$ cat src/rtl/demux_steer_ctl.sv
// demux_steer_ctl: buffers routing tokens and runs one four-phase handshake per token
// on the ctl_a/ctl_b control inputs of a two-way async demux.
module demux_steer_ctl #(
  parameter int DEPTH   = 4,
  parameter int CNT_W   = 16,
  parameter int SYNC    = 2,
  parameter int TIMEOUT = 1024
) (
  input  logic             clk,
  input  logic             rst,
  input  logic             tok_valid,
  input  logic             tok_dst,
  output logic             tok_ready,
  output logic             ctl_a,
  output logic             ctl_b,
  input  logic             actl_i,
  output logic             busy,
  output logic [CNT_W-1:0] cnt_a,
  output logic [CNT_W-1:0] cnt_b,
  output logic             err,
  input  logic             err_clr
);
  localparam int AW = $clog2(DEPTH);
  localparam int PW = $clog2(TIMEOUT + 1);
  typedef enum logic [1:0] {IDLE, REQ, REL} state_t;
  state_t state, state_d;
  logic [DEPTH-1:0] mem;
  logic [AW:0] wp, rp;
  logic [SYNC-1:0] sync_q;
  logic [PW-1:0] ph;
  logic ack_s, empty, full, head, push, pop, hs, ctl_a_d, ctl_b_d;
  assign ack_s = sync_q[SYNC-1];
  assign empty = wp == rp;
  assign full = (wp[AW-1:0] == rp[AW-1:0]) && (wp[AW] != rp[AW]);
  assign head = mem[rp[AW-1:0]];
  assign push = tok_valid && !full;
  assign tok_ready = !full;
  assign hs = state != IDLE;
  assign busy = hs || !empty;
  // A stale acknowledge holds IDLE off so a new request never overlaps the previous return-to-zero.
  always_comb begin
    state_d = state;
    ctl_a_d = ctl_a;
    ctl_b_d = ctl_b;
    pop = 1'b0;
    if (state == IDLE && !empty && !ack_s) begin
      state_d = REQ;
      ctl_a_d = !head;
      ctl_b_d = head;
    end else if (state == REQ && ack_s) begin
      state_d = REL;
      ctl_a_d = 1'b0;
      ctl_b_d = 1'b0;
    end else if (state == REL && !ack_s) begin
      state_d = IDLE;
      pop = 1'b1;
    end
  end
  always_ff @(posedge clk or posedge rst) begin
    if (rst) begin
      state <= IDLE;
      ctl_a <= 1'b0;
      ctl_b <= 1'b0;
      mem <= '0;
      wp <= '0;
      rp <= '0;
      sync_q <= '0;
      ph <= '0;
      cnt_a <= '0;
      cnt_b <= '0;
      err <= 1'b0;
    end else begin
      state <= state_d;
      ctl_a <= ctl_a_d;
      ctl_b <= ctl_b_d;
      sync_q <= {sync_q[SYNC-2:0], actl_i};
      if (push) begin
        mem[wp[AW-1:0]] <= tok_dst;
        wp <= wp + (AW+1)'(1);
      end
      if (pop) begin
        rp <= rp + (AW+1)'(1);
        cnt_a <= cnt_a + CNT_W'(!head);
        cnt_b <= cnt_b + CNT_W'(head);
      end
      // Phase timer saturates, so err fires once per stuck phase and stays clearable.
      ph <= (state_d != state) ? '0 : (hs && ph != PW'(TIMEOUT)) ? ph + PW'(1) : ph;
      err <= (hs && ph == PW'(TIMEOUT - 1)) ? 1'b1 : err_clr ? 1'b0 : err;
    end
  end
endmodule

$ cat config.mk
export PLATFORM = sky130hd
export DESIGN_NAME = demux_steer_ctl
export DESIGN_NICKNAME = d
export VERILOG_FILES = /design/src/rtl/demux_steer_ctl.sv
export SDC_FILE = /design/constraint.sdc
export NUM_CORES = 1
export LEC_CHECK = 0
export CELL_PAD_IN_SITES_DETAIL_PLACEMENT = 1
export CELL_PAD_IN_SITES_GLOBAL_PLACEMENT = 1
export CORE_MARGIN = 2
export CORE_UTILIZATION = 42
export CTS_CLUSTER_DIAMETER = 150
export DETAILED_ROUTE_END_ITERATION = 10
export HOLD_SLACK_MARGIN = 0.12
export PLACE_DENSITY_LB_ADDON = 0.25
export SYNTH_ARGS = -nofsm -noshare
export SYNTH_HDL_FRONTEND = slang
export SYNTH_SLANG_ARGS = --single-unit
$ cat constraint.sdc
create_clock -name clk -period 2.75 [get_ports clk]
set_input_delay 0.55 -clock clk [delete_from_list [all_inputs] [get_ports clk]]
set_output_delay 0.55 -clock clk [all_outputs]
set_load 0.03 [all_outputs]
; Word level (Yosys, flattened, before mapping)
; Cells that the tools add are included.
[totals]
reg_bits = 60
output_inout_bits = 37
elab_cells = 64
[classes]
add_sub_neg = 5
magnitude_cmp = 3
eq_ne = 8
mux = 18
n_reduce_logical = 19
[ops]
columns = op, n
row1 = 16-bit by 1-bit adder with 16-bit output, 2
row2 = 11-bit 2-to-1 mux, 2
row3 = "11-bit by 1-bit adder with 11-bit output, second input constant", 1
row4 = "11-bit by 10-bit == test with 1-bit output, second input constant", 1
row5 = "11-bit inequality test, second input constant", 1
row6 = 1-bit 2-to-1 mux, 10
row7 = 1-bit logical AND, 9
row8 = 2-bit nonzero test, 4
row9 = "3-bit by 1-bit adder with 3-bit output, second input constant", 2
row10 = "2-bit by 3-bit less-than comparator with 1-bit output, second input constant", 2
row11 = 2-bit 2-to-1 mux, 3
row12 = 4-bit bitwise mux, 1
row13 = 1-bit zero test, 4
row14 = 3-bit == test, 1
row15 = 1-bit binary-select mux with 2-bit select, 1
row16 = 1-bit demux with 2-bit select, 1
row17 = "2-bit by 1-bit == test with 1-bit output, second input constant", 1
row18 = 2-bit == test, 1
row19 = "2-bit == test, second input constant", 1
row20 = "2-bit by 1-bit greater-or-equal comparator with 1-bit output, second input constant", 1
row21 = 2-bit zero test, 1
row22 = 2-bit inequality test, 1
row23 = 1-bit logical OR, 1
row24 = 1-bit inequality test, 1

; Longest topological paths before layout
; Gate-level depths: netlist of run 1.
[depth]
ltp_word = 7
depth_mapped = 8
ltp_nobuf = 8

; Least setup slack after synthesis of run 1
; Ideal clock, no wire load.
[synth_timing]
path_type = register to register
startpoint = register rp[0]
endpoint = register cnt_a[12]
setup_ns = 0.134
arrival_ns = 2.109
required_ns = 2.616
slack_ns = 0.507
stages_incl_launch_ff = 9
synth_period_minus_slack_ns = 2.243
path_cell_list = dfrtp_1 mux4_2 inv_1 ha_1 ha_1 nand4bb_1 nor4_1 nand2_1 xnor2_1
[synth_via]
elab_chain_cells = 5
word_cells_on_any_way = 9
[synth_lines]
columns = item, line_no
row1 = start: declaration, 28  ; logic [AW:0] wp, rp;
row2 = start signal: assignment, 82  ; rp <= rp + (AW+1)'(1);
row3 = "parallel branches: the longest is 5 deep, another holds 16-bit by 1-bit adder with 16-bit output", n/a
row4 = end signal: assignment, 83  ; cnt_a <= cnt_a + CNT_W'(!head);
row5 = end: declaration, 18  ; output logic [CNT_W-1:0] cnt_a,
; Parallel ways; which one is timed is not known. The select of a mux whose other input is x is not followed.
; A chain may end at the register's enable or synchronous reset.

; Worst setup path in the final report of run 1
[layout_timing]
startpoint = register rp[1]
endpoint = output busy
[layout_via]
elab_chain_cells = 3
[layout_lines]
columns = item, line_no
row1 = 3-bit == test, 33  ; assign empty = wp == rp;
row2 = 1-bit zero test, 39  ; assign busy = hs || !empty;
row3 = 1-bit logical OR, 39
row4 = end: declaration, 17  ; output logic busy,
; No other way between the ends.

==> impl_metrics.ini, run 1 <==
[worst_setup_path]
worstRegToRegCells = 8
slowest_stage = clkdlybuf4s50_1
r2r_end = cnt_a[10]
rrSetupSlack_ps = 290
endpoint = busy
crit_path_max_incr_delay_ps = 620
reg2reg_from = rp[0]
critPathLaunch = rp[1]
crit_fanout = 5
cp.arrival_ps = 1940
end_kind = primary output
startpoint_type = flip-flop
cp_cell_sequence = xnor2_1 > nand4_1 > clkdlybuf4s50_1
required_ps = 2200
criticalPathCategory = flip-flop to primary output

[synthesis]
synth_edf_count = 0
synth_cell_types = 40
yosys-top-cells-count = dfrtp_1 (60), nand2_1 (34), xnor2_1 (33)
syn_area_um2 = 2890
synth_fa_ha_area_frac = 0.0476
synth_xor_area_frac = 0.136
ys_async_sr_fraction = 1.00
yosysWarnings = 0
syn_nets = 282
synth_ff_type = dfrtp_1
synth_top_family_by_area = simple AND/OR/NAND/NOR gates
ys_ff_latch = 60
yosys.area.top_type = dfrtp_1
muxShareOfSynthArea = 0.0234
yosysSeqAreaShare = 0.520
synth.avg_cell_area_um2 = 10.9
synthSimpleGateAreaFrac = 0.195
synth_compound_area_frac = 0.0502
synth_top_area_share = 0.520
synth_most_common_cell = dfrtp_1
synth.area.top_cells = dfrtp_1 (52%), xnor2_1 (10%), ha_1 (4.8%), nand2_1 (4.4%), xor2_1 (3.6%)
synth_cells = 265

[timing]
max_freq_mhz = 401
maxSlewHeadroom = 0.482
final.setup.tns_ps = 0
tightest_slew_ps = 767
rsz0062_at_grt = false
fin_hold_ws_ps = 353
timing.final.crit_share = 0.906
slew_violations = 0
fin_skew_ps = 9.66
setup_violations = 0
min_period_ps = 2490
layout_setup_ws_ps = 259
finalHoldViolations = 0

[layout]
antennaDiodeCount = 0
layout.nets = 334
n_fill_cell = 726
multi_input_area_um2 = 1310
final_layout_size_suffix_gt1_frac = 0.102
area_delta_synth_final_pct = 26.8
seq_area_um2 = 1500

[clock_tree]
clock_path_buffers = 2
h-tree-depth = 3
post_cts_buffers = 0
clk_pin_slew_ps = 60
cts_buffers = 9
tritoncts = done
cts_root_buf = clkbuf_8
cts_sinks = 60
clkLatencyLatePin_ps = 350
cts_resized = 0
cts_hold_buf = 0

[die]
initial_core_util = 0.430
ios = 43
dieWidth_um = 86.9
rows = 30
core-area_um2 = 6720
die_y_um = 86.9
dieArea_um2 = 7560

[routing]
drc = 0
final_antenna_net_count = 0
drt_iter0_drc = 68
wl_per_cell_um = 15.5
drtPass1Iterations = 4
num_vias = 2123
wirelength_mm = 6.23
vias_per_cell = 5.28

[placed_design]
pre_cts_ws_ps = 237
dp_hpwl_mm = 4.39
gp_congestion = 0.741
io_buffer_count = 42

[global_route]
grt_pass1_wl_mm = 10.8
grt_pass1_vias = 2295
met1_usage = 0.233
met3_usage = 0.0455
grt-ovfl-total = 0
grt_max_degree = 35
grtUsageMet2 = 0.300
antenna_found_initial = 0
grt_usage = 0.188
grt-busiest-layer = met2

[pwr]
swShare = 0.360
ir_worst_vdd_uv = 565
switchingPower_uw = 1180
intPower_uw = 2100
clkPwrFrac = 0.287
power_leakage_uw = 0.00162
comb_power_share = 0.324
seq_power_share = 0.388
powerDensity_nw_per_um2 = 894

[min_path]
whs_path_depth = 0
hold_class = flip-flop to flip-flop

[outcome]
outcome = finished, final reports clean

[job]
cap_violations = 0
[power groups by stage]
stage                     Sequential, µW  Clock (µW)  Combinational [µW]
after CTS                           1270         963                1080
after global placement              1280           0                1040
after floorplan                     1300           0                 703
after detailed placement            1290           0                1070
after global routing                1300         997                1200
final                               1270         941                1060
[worst min path at each step]
| stage | start | slack [ps] | endpoint |
|---|---|---|---|
| detailed placement | sync_q[0] | 340 | sync_q[1] |
| global route | sync_q[0] | 370 | sync_q[1] |
| floorplan | sync_q[0] | 330 | sync_q[1] |
| CTS | sync_q[0] | 360 | sync_q[1] |
| finish | sync_q[0] | 350 | sync_q[1] |
| global placement | sync_q[0] | 350 | sync_q[1] |
[cells in the final DEF, fill, tap and decap left out, types with 2 or more instances in the layout]
cell              n
xnor2_1          33
nand3_1          13
a32oi_1           2
o2bb2ai_1         2
a21oi_1           6
and3_1            3
mux2_2            4
bufinv_16         2
xor2_1           12
nand4_1           8
nor3_1            8
dfrtp_1          60
nor4_4            3
a31oi_1           3
clkinv_2          2
buf_4             3
clkbuf_8         12
nor2_1           21
clkdlybuf4s50_1  42
ha_1             11
and4_1            2
or2_1             2
o21ai_0           4
nand2_1          34
inv_1            12
[sequential cells by signal (all words and copies together) (netlist names)]
name / count
err: 1
rp: 3
ctl_a: 1
sync_q: 2
cnt_a: 16
mem: 4
cnt_b: 16
state: 2
ph: 11
ctl_b: 1
wp: 3
[worst max-delay path: cells and delay by family (launching register included)]
kind          cells  cell delay, ps
simple gates      1             160
xor+xnor          1             380
buf+inv           1             620
flops             1             440
[per-layer routing]
metal	wire (µm)	up-vias
met1	2790	1069
met3	177	11
met4	153	0
li1	-	1008
met2	3110	35
met5	0	-
[cells by family after synthesis]
family,Yosys count
buf+inv,18
simple gates,104
fa+ha+maj,11
mux,5
flops,60
xor+xnor,45
compound gates,22
[area by class of cell]
class / count / area share
Sequential cell: 60 / 0.410
Multi-Input combinational cell: 187 / 0.359
Timing Repair Buffer: 46 / 0.126
Clock buffer: 12 / 0.0451
Tap cell: 80 / 0.0273
Clock inverter: 4 / 0.0191
Inverter: 13 / 0.0133
[per-stage QoR]
step,util,power [µW],cells,area [µm²]
5_1_grt,0.545,3500,402,3660
6_report,0.545,3270,402,3660
4_1_cts,0.544,3320,402,3660
2_1_floorplan,-,2000,265,2890
3_3_place_gp,0.509,2320,386,3420
3_5_place_dp,0.509,2360,386,3420
Power figures use the tool's default switching activity.
==> inputs of run 2 (changes only) <==
--- a/config.mk
+++ b/config.mk
@@ -5,14 +5,17 @@
 export SDC_FILE = /design/constraint.sdc
 export NUM_CORES = 1
 export LEC_CHECK = 0
+export ABC_CLOCK_PERIOD_IN_PS = 2750
 export CELL_PAD_IN_SITES_DETAIL_PLACEMENT = 1
 export CELL_PAD_IN_SITES_GLOBAL_PLACEMENT = 1
 export CORE_MARGIN = 2
-export CORE_UTILIZATION = 42
+export CORE_UTILIZATION = 44
+export CTS_BUF_LIST = sky130_fd_sc_hd__clkbuf_2
 export CTS_CLUSTER_DIAMETER = 150
 export DETAILED_ROUTE_END_ITERATION = 10
 export HOLD_SLACK_MARGIN = 0.12
 export PLACE_DENSITY_LB_ADDON = 0.25
+export SETUP_SLACK_MARGIN = 0.15
 export SYNTH_ARGS = -nofsm -noshare
 export SYNTH_HDL_FRONTEND = slang
 export SYNTH_SLANG_ARGS = --single-unit
==> impl_metrics.ini, run 2 (synthesis gave the netlist of run 1 again) <==
[layout]
final_core_util = 0.553
final_common_cell = dfrtp_1
area_delta_synth_final_pct = 21.4
layout_common_cells = dfrtp_1 (58), clkdlybuf4s50_1 (41), nand2_1 (34), xnor2_1 (31), nor2_1 (21)
layout.nets = 333
final_layout_size_suffix_gt1_frac = 0.103
antennaDiodeCount = 0
top_regs = cnt_a x16, cnt_b x16, ph x11
n_fill_cell = 687

[timing]
slew_violations = 0
final.setup.tns_ps = 0
layout_setup_ws_ps = 249
finalHoldViolations = 0
tightest_slew_ps = 699
timing.final.crit_share = 0.910
max_freq_mhz = 400
fin_hold_ws_ps = 370
maxSlewHeadroom = 0.527
min_period_ps = 2500
setup_violations = 0
fin_skew_ps = 20.8
rsz0062_at_grt = false

[placed_design]
pre_cts_ws_ps = 272
io_buffer_count = 42
gp_congestion = 0.774
dp_hpwl_mm = 4.37

[clock_tree]
tritoncts = done
h-tree-depth = 3
cts_hold_buf = 0
cts_buffers = 9
clock_path_buffers = 2
cts_sinks = 60
clk_pin_slew_ps = 150
cts_root_buf = clkbuf_2
clkLatencyLatePin_ps = 480
post_cts_buffers = 0

[pwr]
power_leakage_uw = 0.00156
powerDensity_nw_per_um2 = 798
ir_worst_vdd_uv = 533

[routing]
wl_per_cell_um = 15.4
final_antenna_net_count = 0
vias_per_cell = 5.32
drt_iter0_drc = 78
drtPass1Iterations = 4
drc = 0
num_vias = 2118
wirelength_mm = 6.11

[worst_setup_path]
cp.arrival_ps = 1950
required_ps = 2200
criticalPathCategory = flip-flop to primary output
crit_fanout = 5
startpoint_type = flip-flop
end_kind = primary output

[die]
dieArea_um2 = 7230
rows = 29
initial_core_util = 0.455
core-area_um2 = 6350
dieWidth_um = 85.0
die_y_um = 85.0
ios = 43

[min_path]
hold_class = flip-flop to flip-flop

[job]
cap_violations = 0

[global_route]
grt_usage = 0.188
grt-ovfl-total = 0
grt_pass1_vias = 2241
grt_pass1_wl_mm = 10.7
antenna_found_initial = 0
grt_max_degree = 38

[outcome]
outcome = finished, final reports clean
## run 2: cell types whose count changed in the layout (fill, tap and decap cells not counted), moves of 2 or more
cell       before  now
clkbuf_2        0   12
clkbuf_8       12    0
clkinv_1        0    3
bufinv_16       2    0
dfrtp_1        60   58
dfrtp_2         0    2
xnor2_1        33   31
xnor2_2         0    2
## run 2: per-stage QoR
step / cell area (µm²) / power (µW) / instances
global route: 3510 / 3010 / 398
CTS: 3500 / 2830 / 398
global placement: 3410 / 2310 / 382
finish: 3510 / 2800 / 398
detailed placement: 3410 / 2370 / 382
floorplan: 2890 / 2000 / 265
## run 2: final timing paths
check,depth (start not counted),to,from,slack (ps)
max reg2reg,8,cnt_a[10],rp[0],350
min,0,sync_q[1],sync_q[0],370
min in group asynchronous,2,cnt_a[8],rst,420
min reg2reg,0,sync_q[1],sync_q[0],370
max in group asynchronous,3,rp[0],rst,1730
max,3,tok_ready,rp[1],250
## run 2: cell type report
type	count	area, µm²	area share
sequential	60	1500	0.429
multi-input combinational	187	1330	0.379
clock inverter	4	16.3	0.00464
inverter	13	48.8	0.0139
clock buffer	12	60.1	0.0171
timing repair buffer	45	454	0.129
tap	77	96.3	0.0275
## run 2: layer usage
layer | part of all wire | global-route usage | vias to the layer above
met5 | 0 | 0 | -
met4 | 0.026 | 0.0952 | 0
met3 | 0.030 | 0.0370 | 14
met2 | 0.48 | 0.301 | 39
met1 | 0.46 | 0.243 | 1049
li1 | - | - | 1016
## run 2: power breakdown
part           leakage (µW)  internal (µW)  switching (µW)
clock             0.0000585            121             306
combinational      0.000702            476             610
sequential         0.000796           1050             235
total               0.00156           1650            1150
## run 2: timing repair
action / CTS / global route
setup endpoints to repair: 2 / 4
resized for setup: 4 / 2
pin swaps: 0 / 0
cloned: 0 / 0
## run 2: critical path: stages, from the launching register on
cell and delay, ps:
dfrtp_1 470, xnor2_2 290, nand3_1 110, clkdlybuf4s50_1 610
